<file path="src/rtl/knn_pkg.sv">
// knn_pkg: shared types for the BDU datapath and its feeder.
package knn_pkg;

    localparam int B_DEFAULT = 32;

    typedef enum logic [1:0] {
        CODE_NONE = 2'b00,
        CODE_X    = 2'b01,
        CODE_Y    = 2'b10,
        CODE_Z    = 2'b11
    } coord_code_e;

    typedef struct packed {
        logic [B_DEFAULT-1:0] x;
        logic [B_DEFAULT-1:0] y;
        logic [B_DEFAULT-1:0] z;
    } point_t;

endpackage

</file>
<file path="src/rtl/bdu_feeder_if.sv">
// bdu_feeder_if: reference handshake, BDU bit stream and retire report.
interface bdu_feeder_if
    import knn_pkg::*;
#(
    parameter int B     = B_DEFAULT,
    parameter int IDX_W = 16
);
    localparam int BW = $clog2(B + 1);

    logic              q_load;
    logic [B-1:0]      q_x, q_y, q_z;
    logic              ref_valid;
    logic              ref_ready;
    logic [B-1:0]      ref_x, ref_y, ref_z;
    logic              bdu_clear;
    logic              valid;
    logic              q_bit, r_bit;
    coord_code_e       code;
    logic [BW-1:0]     b;
    logic              terminate;
    logic              done;
    logic              pt_done;
    logic              pt_term;
    logic [IDX_W-1:0]  pt_idx;

    modport master (
        input  q_load, q_x, q_y, q_z,
        input  ref_valid, ref_x, ref_y, ref_z,
        input  terminate, done,
        output ref_ready, bdu_clear, valid,
        output q_bit, r_bit, code, b,
        output pt_done, pt_term, pt_idx
    );

    modport slave (
        output q_load, q_x, q_y, q_z,
        output ref_valid, ref_x, ref_y, ref_z,
        output terminate, done,
        input  ref_ready, bdu_clear, valid,
        input  q_bit, r_bit, code, b,
        input  pt_done, pt_term, pt_idx
    );

endinterface

</file>
<file path="src/rtl/bit_step_counter.sv">
// bit_step_counter: x/y/z lane rotation plus bit position 1..B.
module bit_step_counter
    import knn_pkg::*;
#(
    parameter int B  = B_DEFAULT,
    parameter int BW = $clog2(B + 1)
) (
    input  logic          clk,
    input  logic          rst,
    input  logic          start,
    input  logic          step,
    input  logic          stop,
    output coord_code_e   code,
    output coord_code_e   code_n,
    output logic [BW-1:0] b,
    output logic [BW-1:0] b_n,
    output logic          last
);

    always_comb begin
        code_n = code;
        b_n    = b;
        unique case (1'b1)
            stop: begin
                code_n = CODE_NONE;
                b_n    = '0;
            end
            start: begin
                code_n = CODE_X;
                b_n    = BW'(1);
            end
            step: begin
                unique case (code)
                    CODE_X: code_n = CODE_Y;
                    CODE_Y: code_n = CODE_Z;
                    CODE_Z: begin
                        code_n = CODE_X;
                        b_n    = b + BW'(1);
                    end
                    default: ;
                endcase
            end
            default: ;
        endcase
    end

    assign last = (code == CODE_Z) && (b == BW'(B));

    always_ff @(posedge clk or negedge rst) begin
        if (!rst) begin
            code <= CODE_NONE;
            b    <= '0;
        end else begin
            code <= code_n;
            b    <= b_n;
        end
    end

endmodule

</file>
<file path="src/rtl/bdu_feeder.sv">
// bdu_feeder: holds a query point and streams query/reference pairs
// MSB-first, x/y/z interleaved, into the BDU; retires on done/terminate.
module bdu_feeder
    import knn_pkg::*;
#(
    parameter int B     = B_DEFAULT,
    parameter int IDX_W = 16
) (
    input logic          clk,
    input logic          rst,
    bdu_feeder_if.master bus
);
    localparam int BW = $clog2(B + 1);
    localparam int IW = $clog2(B);

    typedef enum logic [2:0] {
        S_IDLE, S_CLEAR, S_STREAM, S_WAIT, S_RETIRE
    } state_e;

    state_e           state, state_n;
    logic             q_loaded, q_loaded_n;
    logic [B-1:0]     qry [3];
    logic [B-1:0]     rpt [3];
    logic             ld_q, ld_r;
    logic             ref_ready_n, bdu_clear_n, valid_n;
    logic             pt_done_n, pt_term_n;
    logic             q_bit_n, r_bit_n;
    logic [IDX_W-1:0] pt_idx_n;
    logic             cnt_start, cnt_step, cnt_stop, last;
    coord_code_e      code, code_n;
    logic [BW-1:0]    bpos, bpos_n;
    logic [IW-1:0]    sel;

    bit_step_counter #(.B(B), .BW(BW)) u_step (
        .clk    (clk),
        .rst    (rst),
        .start  (cnt_start),
        .step   (cnt_step),
        .stop   (cnt_stop),
        .code   (code),
        .code_n (code_n),
        .b      (bpos),
        .b_n    (bpos_n),
        .last   (last)
    );

    assign bus.code = code;
    assign bus.b    = bpos;

    always_comb begin
        state_n     = state;
        q_loaded_n  = q_loaded;
        ld_q        = 1'b0;
        ld_r        = 1'b0;
        ref_ready_n = 1'b0;
        bdu_clear_n = 1'b0;
        valid_n     = 1'b0;
        pt_done_n   = 1'b0;
        pt_term_n   = 1'b0;
        pt_idx_n    = bus.pt_idx;
        cnt_start   = 1'b0;
        cnt_step    = 1'b0;
        cnt_stop    = 1'b0;
        unique case (state)
            S_IDLE: begin
                // a query load shadows any reference offered the same cycle
                if (bus.q_load) begin
                    ld_q        = 1'b1;
                    q_loaded_n  = 1'b1;
                    ref_ready_n = 1'b1;
                end else if (bus.ref_valid && bus.ref_ready) begin
                    ld_r        = 1'b1;
                    bdu_clear_n = 1'b1;
                    state_n     = S_CLEAR;
                end else begin
                    ref_ready_n = q_loaded;
                end
            end
            S_CLEAR: begin
                cnt_start = 1'b1;
                valid_n   = 1'b1;
                state_n   = S_STREAM;
            end
            S_STREAM: begin
                if (bus.terminate || (last && bus.done)) begin
                    cnt_stop  = 1'b1;
                    pt_done_n = 1'b1;
                    pt_term_n = bus.terminate;
                    state_n   = S_RETIRE;
                end else if (last) begin
                    cnt_stop = 1'b1;
                    state_n  = S_WAIT;
                end else begin
                    cnt_step = 1'b1;
                    valid_n  = 1'b1;
                end
            end
            S_WAIT: begin
                if (bus.terminate || bus.done) begin
                    pt_done_n = 1'b1;
                    pt_term_n = bus.terminate;
                    state_n   = S_RETIRE;
                end
            end
            S_RETIRE: begin
                pt_idx_n    = bus.pt_idx + IDX_W'(1);
                ref_ready_n = q_loaded;
                state_n     = S_IDLE;
            end
            default: state_n = S_IDLE;
        endcase
    end

    // bits are looked up for the step the counter moves to next
    always_comb begin
        q_bit_n = 1'b0;
        r_bit_n = 1'b0;
        sel     = IW'(BW'(B) - bpos_n);
        unique case (code_n)
            CODE_X: begin
                q_bit_n = qry[0][sel];
                r_bit_n = rpt[0][sel];
            end
            CODE_Y: begin
                q_bit_n = qry[1][sel];
                r_bit_n = rpt[1][sel];
            end
            CODE_Z: begin
                q_bit_n = qry[2][sel];
                r_bit_n = rpt[2][sel];
            end
            default: ;
        endcase
    end

    always_ff @(posedge clk or negedge rst) begin
        if (!rst) begin
            state         <= S_IDLE;
            q_loaded      <= 1'b0;
            qry           <= '{default: '0};
            rpt           <= '{default: '0};
            bus.ref_ready <= 1'b0;
            bus.bdu_clear <= 1'b0;
            bus.valid     <= 1'b0;
            bus.q_bit     <= 1'b0;
            bus.r_bit     <= 1'b0;
            bus.pt_done   <= 1'b0;
            bus.pt_term   <= 1'b0;
            bus.pt_idx    <= '0;
        end else begin
            state         <= state_n;
            q_loaded      <= q_loaded_n;
            bus.ref_ready <= ref_ready_n;
            bus.bdu_clear <= bdu_clear_n;
            bus.valid     <= valid_n;
            bus.q_bit     <= q_bit_n;
            bus.r_bit     <= r_bit_n;
            bus.pt_done   <= pt_done_n;
            bus.pt_term   <= pt_term_n;
            bus.pt_idx    <= pt_idx_n;
            if (ld_q) begin
                qry[0] <= bus.q_x;
                qry[1] <= bus.q_y;
                qry[2] <= bus.q_z;
            end
            if (ld_r) begin
                rpt[0] <= bus.ref_x;
                rpt[1] <= bus.ref_y;
                rpt[2] <= bus.ref_z;
            end
        end
    end

endmodule

</file>
<file path="src/flat_wrapper.sv">
// flat-port wrapper written by rule: the top's interface ports become plain ports
module bdu_feeder_flat import knn_pkg::*;
#(
    parameter int B     = B_DEFAULT,
    parameter int IDX_W = 16
)
  (clk, rst, bus_q_load, bus_q_x, bus_q_y, bus_q_z, bus_ref_valid, bus_ref_x, bus_ref_y, bus_ref_z, bus_terminate, bus_done, bus_ref_ready, bus_bdu_clear, bus_valid, bus_q_bit, bus_r_bit, bus_code, bus_b, bus_pt_done, bus_pt_term, bus_pt_idx);
  bdu_feeder_if #(.B(B), .IDX_W(IDX_W)) bus_i ();
  input logic clk;
  input logic rst;
  input wire logic [$bits(bus_i.q_load)-1:0] bus_q_load;
  input wire logic [$bits(bus_i.q_x)-1:0] bus_q_x;
  input wire logic [$bits(bus_i.q_y)-1:0] bus_q_y;
  input wire logic [$bits(bus_i.q_z)-1:0] bus_q_z;
  input wire logic [$bits(bus_i.ref_valid)-1:0] bus_ref_valid;
  input wire logic [$bits(bus_i.ref_x)-1:0] bus_ref_x;
  input wire logic [$bits(bus_i.ref_y)-1:0] bus_ref_y;
  input wire logic [$bits(bus_i.ref_z)-1:0] bus_ref_z;
  input wire logic [$bits(bus_i.terminate)-1:0] bus_terminate;
  input wire logic [$bits(bus_i.done)-1:0] bus_done;
  output wire logic [$bits(bus_i.ref_ready)-1:0] bus_ref_ready;
  output wire logic [$bits(bus_i.bdu_clear)-1:0] bus_bdu_clear;
  output wire logic [$bits(bus_i.valid)-1:0] bus_valid;
  output wire logic [$bits(bus_i.q_bit)-1:0] bus_q_bit;
  output wire logic [$bits(bus_i.r_bit)-1:0] bus_r_bit;
  output wire logic [$bits(bus_i.code)-1:0] bus_code;
  output wire logic [$bits(bus_i.b)-1:0] bus_b;
  output wire logic [$bits(bus_i.pt_done)-1:0] bus_pt_done;
  output wire logic [$bits(bus_i.pt_term)-1:0] bus_pt_term;
  output wire logic [$bits(bus_i.pt_idx)-1:0] bus_pt_idx;
  assign bus_i.q_load = bus_q_load;
  assign bus_i.q_x = bus_q_x;
  assign bus_i.q_y = bus_q_y;
  assign bus_i.q_z = bus_q_z;
  assign bus_i.ref_valid = bus_ref_valid;
  assign bus_i.ref_x = bus_ref_x;
  assign bus_i.ref_y = bus_ref_y;
  assign bus_i.ref_z = bus_ref_z;
  assign bus_i.terminate = bus_terminate;
  assign bus_i.done = bus_done;
  assign bus_ref_ready = bus_i.ref_ready;
  assign bus_bdu_clear = bus_i.bdu_clear;
  assign bus_valid = bus_i.valid;
  assign bus_q_bit = bus_i.q_bit;
  assign bus_r_bit = bus_i.r_bit;
  assign bus_code = bus_i.code;
  assign bus_b = bus_i.b;
  assign bus_pt_done = bus_i.pt_done;
  assign bus_pt_term = bus_i.pt_term;
  assign bus_pt_idx = bus_i.pt_idx;
  bdu_feeder #(.B(B), .IDX_W(IDX_W)) u_core (.clk(clk), .rst(rst), .bus(bus_i));
endmodule
</file>
<file path="config.mk">
export PLATFORM = sky130hd
export DESIGN_NAME = bdu_feeder_flat
export DESIGN_NICKNAME = d
export VERILOG_FILES = /design/src/rtl/knn_pkg.sv /design/src/rtl/bdu_feeder_if.sv /design/src/rtl/bit_step_counter.sv /design/src/rtl/bdu_feeder.sv /design/src/flat_wrapper.sv
export SDC_FILE = /design/constraint.sdc
export NUM_CORES = 1
export LEC_CHECK = 0
export CORE_ASPECT_RATIO = 0.75
export CORE_MARGIN = 1.5
export CORE_UTILIZATION = 30
export CTS_CLUSTER_DIAMETER = 80
export DETAILED_ROUTE_END_ITERATION = 10
export PLACE_DENSITY = 0.54
export SLEW_MARGIN = 20
export SYNTH_ARGS = -nofsm -noshare
export SYNTH_HDL_FRONTEND = slang
export SYNTH_HIERARCHICAL = 1
export SYNTH_SLANG_ARGS = --single-unit
</file>
<file path="constraint.sdc">
create_clock -name clk -period 13.4 [get_ports clk]
set_input_delay 1.34 -clock clk [delete_from_list [all_inputs] [get_ports clk]]
set_output_delay 1.34 -clock clk [all_outputs]
set_load 0.02 [all_outputs]
</file>
# ---- After elaboration in Yosys (flattened, before gate mapping)
# Index checks and enable logic that the tools add are counted.
dict set report totals {
  elab_cells 91
  register_bits 227
}
dict set report op_classes {
  muxes 46
  n_reduce_logical 8
  magnitude_cmp 1
  add_sub_neg 3
  eq_ne 15
}
# op count
set ops {}
lappend ops {{1-bit binary-select mux with 5-bit select} 6}
lappend ops {{1-bit two-way mux} 24}
lappend ops {{6-bit case mux with 3 select lines} 1}
lappend ops {{16-bit by 1-bit adder with 16-bit output, second input constant} 1}
lappend ops {{3-bit two-way mux} 5}
lappend ops {{2-bit case mux with 3 select lines} 2}
lappend ops {{3-bit case mux with 4 select lines} 1}
lappend ops {{2-bit == test, second input constant} 4}
lappend ops {{1-bit case mux with 2 select lines} 4}
lappend ops {{6-bit by 1-bit adder with 6-bit output, second input constant} 1}
lappend ops {{3-bit by 2-bit == test with 1-bit output, second input constant} 2}
lappend ops {{6-bit == test, second input constant} 1}
lappend ops {{5-bit by 6-bit < comparator with 1-bit output, second input constant} 1}
lappend ops {{6-bit two-way mux} 1}
lappend ops {{1-bit case mux with 3 select lines} 2}
lappend ops {{1-bit by 5-bit subtractor with 5-bit output, first input constant} 1}
lappend ops {{2-bit by 1-bit == test with 1-bit output, second input constant} 2}
lappend ops {{2-bit by 1-bit != test with 1-bit output, second input constant} 2}
lappend ops {{4-bit AND reduction} 1}
lappend ops {{3-bit by 1-bit == test with 1-bit output, second input constant} 1}
lappend ops {{3-bit == test, second input constant} 1}
lappend ops {{1-bit logical AND} 3}
lappend ops {{3-bit logical NOT} 1}
lappend ops {{3-bit by 1-bit != test with 1-bit output, second input constant} 1}
lappend ops {{3 further kinds} 4}

# ---- Longest topological paths before layout
dict set report logic_depth {
  ltp_word 11
  mapped_depth 20
  mapped_depth_nobuf 17
}

# ---- Cells and area by module
# Netlist, hierarchy kept.
# module cells_per_inst instances area_per_inst_um2
set by_module_without_submodules {}
lappend by_module_without_submodules {bdu_feeder 625 1 9912.0}
lappend by_module_without_submodules {bit_step_counter 49 1 503.0}

# ---- Worst setup path after synthesis
# No wires, ideal clock.
dict set report synth_path {
  kind {input to register}
  start {input bus_terminate}
  end {register u_core.bus.q_bit}
  setup_ns 0.131
  setup_slack_ns 8.515
  required_time_ns 13.269
  stages 14
  arrival_time_ns 4.755
  path_cell_list {nor4_1 > buf_6 > nor2b_1 > nor3_1 > o21bai_1 > buf_6 > buf_6 > inv_1 > ha_1 > clkbuf_1 > mux4_2 > mux4_2 > a22oi_1 > nand3_1}
}
dict set report synth_between {
  elab_chain_cells 8
}
# item line_no
set synth_lines {}
lappend synth_lines {{start, declared} flat_wrapper.sv:19} ;# input wire logic [$bits(bus_i.terminate)-1:0] bus_terminate;
lappend synth_lines {{1-bit logical OR (*)} bdu_feeder.sv:85} ;# if (bus.terminate || (last && bus.done)) begin
lappend synth_lines {{1-bit two-way mux} bdu_feeder.sv:85}
lappend synth_lines {{1-bit two-way mux} bdu_feeder.sv:64} ;# unique case (state)
lappend synth_lines {{6-bit case mux with 3 select lines (*)} bit_step_counter.sv:23} ;# unique case (1'b1)
lappend synth_lines {{net u_core.bpos_n[0]} bdu_feeder.sv:31} ;# logic [BW-1:0] bpos, bpos_n;
lappend synth_lines {{1-bit by 5-bit subtractor with 5-bit output (*)} bdu_feeder.sv:118} ;# sel = IW'(BW'(B) - bpos_n);
lappend synth_lines {{1-bit binary-select mux with 5-bit select (on tied branches)} {bdu_feeder.sv:129, bdu_feeder.sv:121, bdu_feeder.sv:125}}
lappend synth_lines {{1-bit two-way mux (on tied branches)} {bdu_feeder.sv:129, bdu_feeder.sv:121, bdu_feeder.sv:125}}
lappend synth_lines {{1-bit case mux with 3 select lines (*)} bdu_feeder.sv:119} ;# unique case (code_n)
lappend synth_lines {{net u_core.q_bit_n} bdu_feeder.sv:27} ;# logic q_bit_n, r_bit_n;
lappend synth_lines {{end signal, assigned} bdu_feeder.sv:156} ;# bus.q_bit <= q_bit_n;
lappend synth_lines {{end, declared} bdu_feeder_if.sv:31} ;# output q_bit, r_bit, code, b,
# The timed path passes the listed nets; every way through them passes the cells marked *. The select of a mux whose other input is x is not followed.
# A chain may end at the register's enable or synchronous reset.

# ---- Worst setup path after layout
dict set report layout_path {
  start {input bus_terminate}
  end {register u_core.bus.q_bit}
}
dict set report layout_between {
  elab_chain_cells 8
}
# item line_no
set layout_lines {}
lappend layout_lines {{1-bit logical OR (*)} bdu_feeder.sv:85}
lappend layout_lines {{1-bit two-way mux (*)} bdu_feeder.sv:85}
lappend layout_lines {{1-bit two-way mux (*)} bdu_feeder.sv:64}
lappend layout_lines {{net u_core.cnt_step} bdu_feeder.sv:29} ;# logic cnt_start, cnt_step, cnt_stop, last;
lappend layout_lines {{6-bit case mux with 3 select lines (*)} bit_step_counter.sv:23}
lappend layout_lines {{net u_core.bpos_n[0]} bdu_feeder.sv:31}
lappend layout_lines {{1-bit by 5-bit subtractor with 5-bit output (*)} bdu_feeder.sv:118}
lappend layout_lines {{1-bit binary-select mux with 5-bit select (on tied branches)} {bdu_feeder.sv:129, bdu_feeder.sv:121, bdu_feeder.sv:125}}
lappend layout_lines {{1-bit two-way mux (on tied branches)} {bdu_feeder.sv:129, bdu_feeder.sv:121, bdu_feeder.sv:125}}
lappend layout_lines {{1-bit case mux with 3 select lines (*)} bdu_feeder.sv:119}
lappend layout_lines {{net u_core.q_bit_n} bdu_feeder.sv:27}
# Marked as above.

==> reports/summary.txt <==
status = completed
Design Power = 3210 uW
sw frac = 0.316
post-synth cell types = 48
DPL Wire Length = 19500 um
Antenna Violating Nets Remaining = 0
DRC Markers = 0
Antenna Cells = 0
arrival time of the worst setup path = 5520 ps
CP Launch Type = primary input
Area growth syn-to-layout = 34.0%
total number of vias = 6497
area of the multi-input gates = 0.00453 mm2
CP endpoint kind = register
GRT Total Usage = 0.153
CORE AREA = 0.0338 mm2
Starting Density = 0.308
final setup slack of the worst path = 8280 ps
worst endpoint required time = 13800 ps
post-cts repair resize count = 0
skew final = 14.8 ps
Port Buf Inserts = 228
most frequent cells in the layout = 227 x clkdlybuf4s50_1, 227 x dfrtp_1, 195 x mux2_2
post-synthesis instance total = 674
Detailed Routing Iterations Pass 1 = 4
CTS sink count = 227
Clk Latency, worst-skew pair = 540 ps
Setup CP Type = in2reg
nets@finish = 1106
Max Fclk = 195 MHz
number of enable flip-flop cells after synthesis = 0
Max-cap violations = 0
post-layout min period = 5120 ps
Psw = 1010 uW
Fin. Hold Viols = 0
Slew Limit Fails = 0
I/O pins = 229
first-pass GRT wire length = 41700 um
CTS Buf Count = 25
Sequential Power Share = 0.370
Clk pwr share = 0.210
RSZ-0062 raised after global routing = no
worst min-delay path class = reg2reg
gpl congestion = 0.749
slowest cell on the critical path = xor2_4
Die H = 164 um
post-CTS setup buffer count = 0
worst-case vdd ir drop = 0.108 mV
mapped cell area = 0.0104 mm2
Max FO, Critical Path = 18
Rows = 58
synthesized area per cell = 15.5 um2
die width = 218 um
Buf+Inv Stages, Crit Path = 2
delay-heaviest family, CP = simple AND/OR/NAND/NOR gates
Rel. slew slack = 0.336
Final Setup Violations = 0
Primary FF master, synth = dfrtp_1
hold buffer count at CTS = 0
gr ovfl total = 0
Int Pwr = 2190 uW
vias in the first global route = 6923
Worst-path clk slew = 60 ps
initial antenna violation count = 0
crit-path max cell delay = 800 ps
largest net degree at the start of global routing = 98
Pleak = 0.00560 uW
clock tree buffer depth = 3
Synth warnings = 6
layout cells sized above 1 = 0.332
CTS root buf = clkbuf_16
sequential cell area = 0.00568 mm2
fillers = 3200
DRT iter0 DRCs = 285
Combinational Power Share = 0.419
CTS H-tree depth = 1
Final Cycle Share = 0.382
pwr/cell area = 230 mW/mm2
CP cell instances = clkdlybuf4s50_1 > nor4_4 > nor2_2 > nor3_1 > o21bai_4 > inv_1 > ha_4 > xor2_4 > mux4_2 > mux2i_1 > a211oi_1 > nor2_1 > nand3_1
Post-synth ARST share = 1.00
Seq/Total Area, Yosys = 0.545
dpl ws = 7400 ps
die area = 0.0359 mm2
total negative slack = 0 ps
Worst-Margin Slew = 995 ps
synthesized flop and latch total = 227
routed len/inst = 19.7 um
TritonCTS clock tree = done
DRT Wirelength = 27000 um
Syn Nets = 879
via-per-instance ratio = 4.74
-- Yosys cell counts, types with 2 or more instances --
| cell | instances | share of area |
|---|---|---|
| nor3_2 | 2 | 0.0019 |
| a21oi_1 | 6 | 0.0029 |
| a22o_1 | 3 | 0.0025 |
| o2111ai_1 | 2 | 0.0017 |
| nand2b_1 | 2 | 0.0012 |
| a211oi_1 | 7 | 0.0050 |
| nor3_1 | 9 | 0.0043 |
| or2_2 | 4 | 0.0024 |
| dfrtp_1 | 227 | 0.55 |
| nor3b_1 | 3 | 0.0022 |
| nor2_1 | 14 | 0.0050 |
| mux4_2 | 50 | 0.11 |
| mux4_1 | 2 | 0.0050 |
| xnor2_1 | 16 | 0.013 |
| a22oi_1 | 4 | 0.0029 |
| o311ai_0 | 4 | 0.0034 |
| clkbuf_1 | 5 | 0.0018 |
| mux2i_1 | 12 | 0.012 |
| o21ai_0 | 3 | 0.0014 |
| buf_4 | 4 | 0.0029 |
| inv_1 | 10 | 0.0036 |
| and4_1 | 2 | 0.0017 |
| ha_1 | 7 | 0.0084 |
| mux2_2 | 195 | 0.21 |
| buf_2 | 20 | 0.0096 |
| nand3_1 | 9 | 0.0043 |
| buf_1 | 2 | 0.00072 |
| nor2b_1 | 5 | 0.0030 |
| and3_1 | 2 | 0.0012 |
| nand4_1 | 4 | 0.0024 |
| nand2_1 | 12 | 0.0043 |
| xor2_1 | 5 | 0.0042 |
| buf_6 | 5 | 0.0054 |
| and2_1 | 3 | 0.0018 |
-- path summary, 6_finish.rpt --
kind,start,to,slack [ps],cells after the start
max,bus_terminate,u_core/bus.q_bit,8280,13
min,u_core/bus.pt_idx[15],u_core/bus.pt_idx[15],480,1
max reg2reg,u_core/u_step/b[0],u_core/bus.q_bit,8540,16
min reg2reg,u_core/bus.pt_idx[15],u_core/bus.pt_idx[15],480,1
max in group asynchronous,rst,u_core/qry[47],11170,2
min in group asynchronous,rst,u_core/bus.pt_idx[11],850,1
-- registers in the layout, indices dropped and copies added (netlist names) --
register / flops
u_core/bus.ref_ready: 1
u_core/bus.q_bit: 1
u_core/bus.pt_term: 1
u_core/rpt: 96
u_core/bus.valid: 1
u_core/bus.pt_done: 1
u_core/bus.pt_idx: 16
u_core/bus.bdu_clear: 1
u_core/u_step/code: 2
u_core/qry: 96
u_core/bus.r_bit: 1
u_core/state: 3
u_core/q_loaded: 1
u_core/u_step/b: 6
-- power groups by stage --
| stage | registers, uW | clock network [uW] | logic [uW] |
|---|---|---|---|
| after floorplan | 1140 | 0 | 1020 |
| after global placement | 1210 | 0 | 1340 |
| after detailed placement | 1200 | 0 | 1370 |
| after CTS | 1190 | 702 | 1370 |
| after global routing | 1230 | 725 | 1460 |
| final | 1190 | 675 | 1350 |
-- cells by family after synthesis --
group           share of synthesized area
fa+ha+maj                         0.00841
xor+xnor                           0.0203
buf+inv                            0.0240
compound gates                     0.0237
flops                               0.545
mux                                 0.336
simple gates                       0.0426
-- metrics by stage --
step           hold WS [ps]  area, um2  std cells  utilization
2_1_floorplan           432      10400        674            -
5_1_grt                 490      14000       1370        0.413
3_5_place_dp            465      13200       1324        0.389
6_report                475      14000       1370        0.413
3_3_place_gp            455      13200       1324        0.389
4_1_cts                 477      13900       1370        0.412
-- area by class of cell --
cell class              count  share of cell area
well taps                 450              0.0403
multi-input cells         401               0.325
clock inverters             8             0.00672
flip-flops and latches    227               0.407
repair buffers            236               0.168
clock buffers              38              0.0505
inverters                  10             0.00269
-- per-layer routing --
metal  track usage  vias to the layer above  wire length, um
li1              -                     2978                -
met1         0.231                     3331            13200
met2         0.224                      158            12000
met3        0.0322                       30             1370
met4        0.0301                        0              446
met5             0                        -                0
Power figures use the tool's default switching activity.
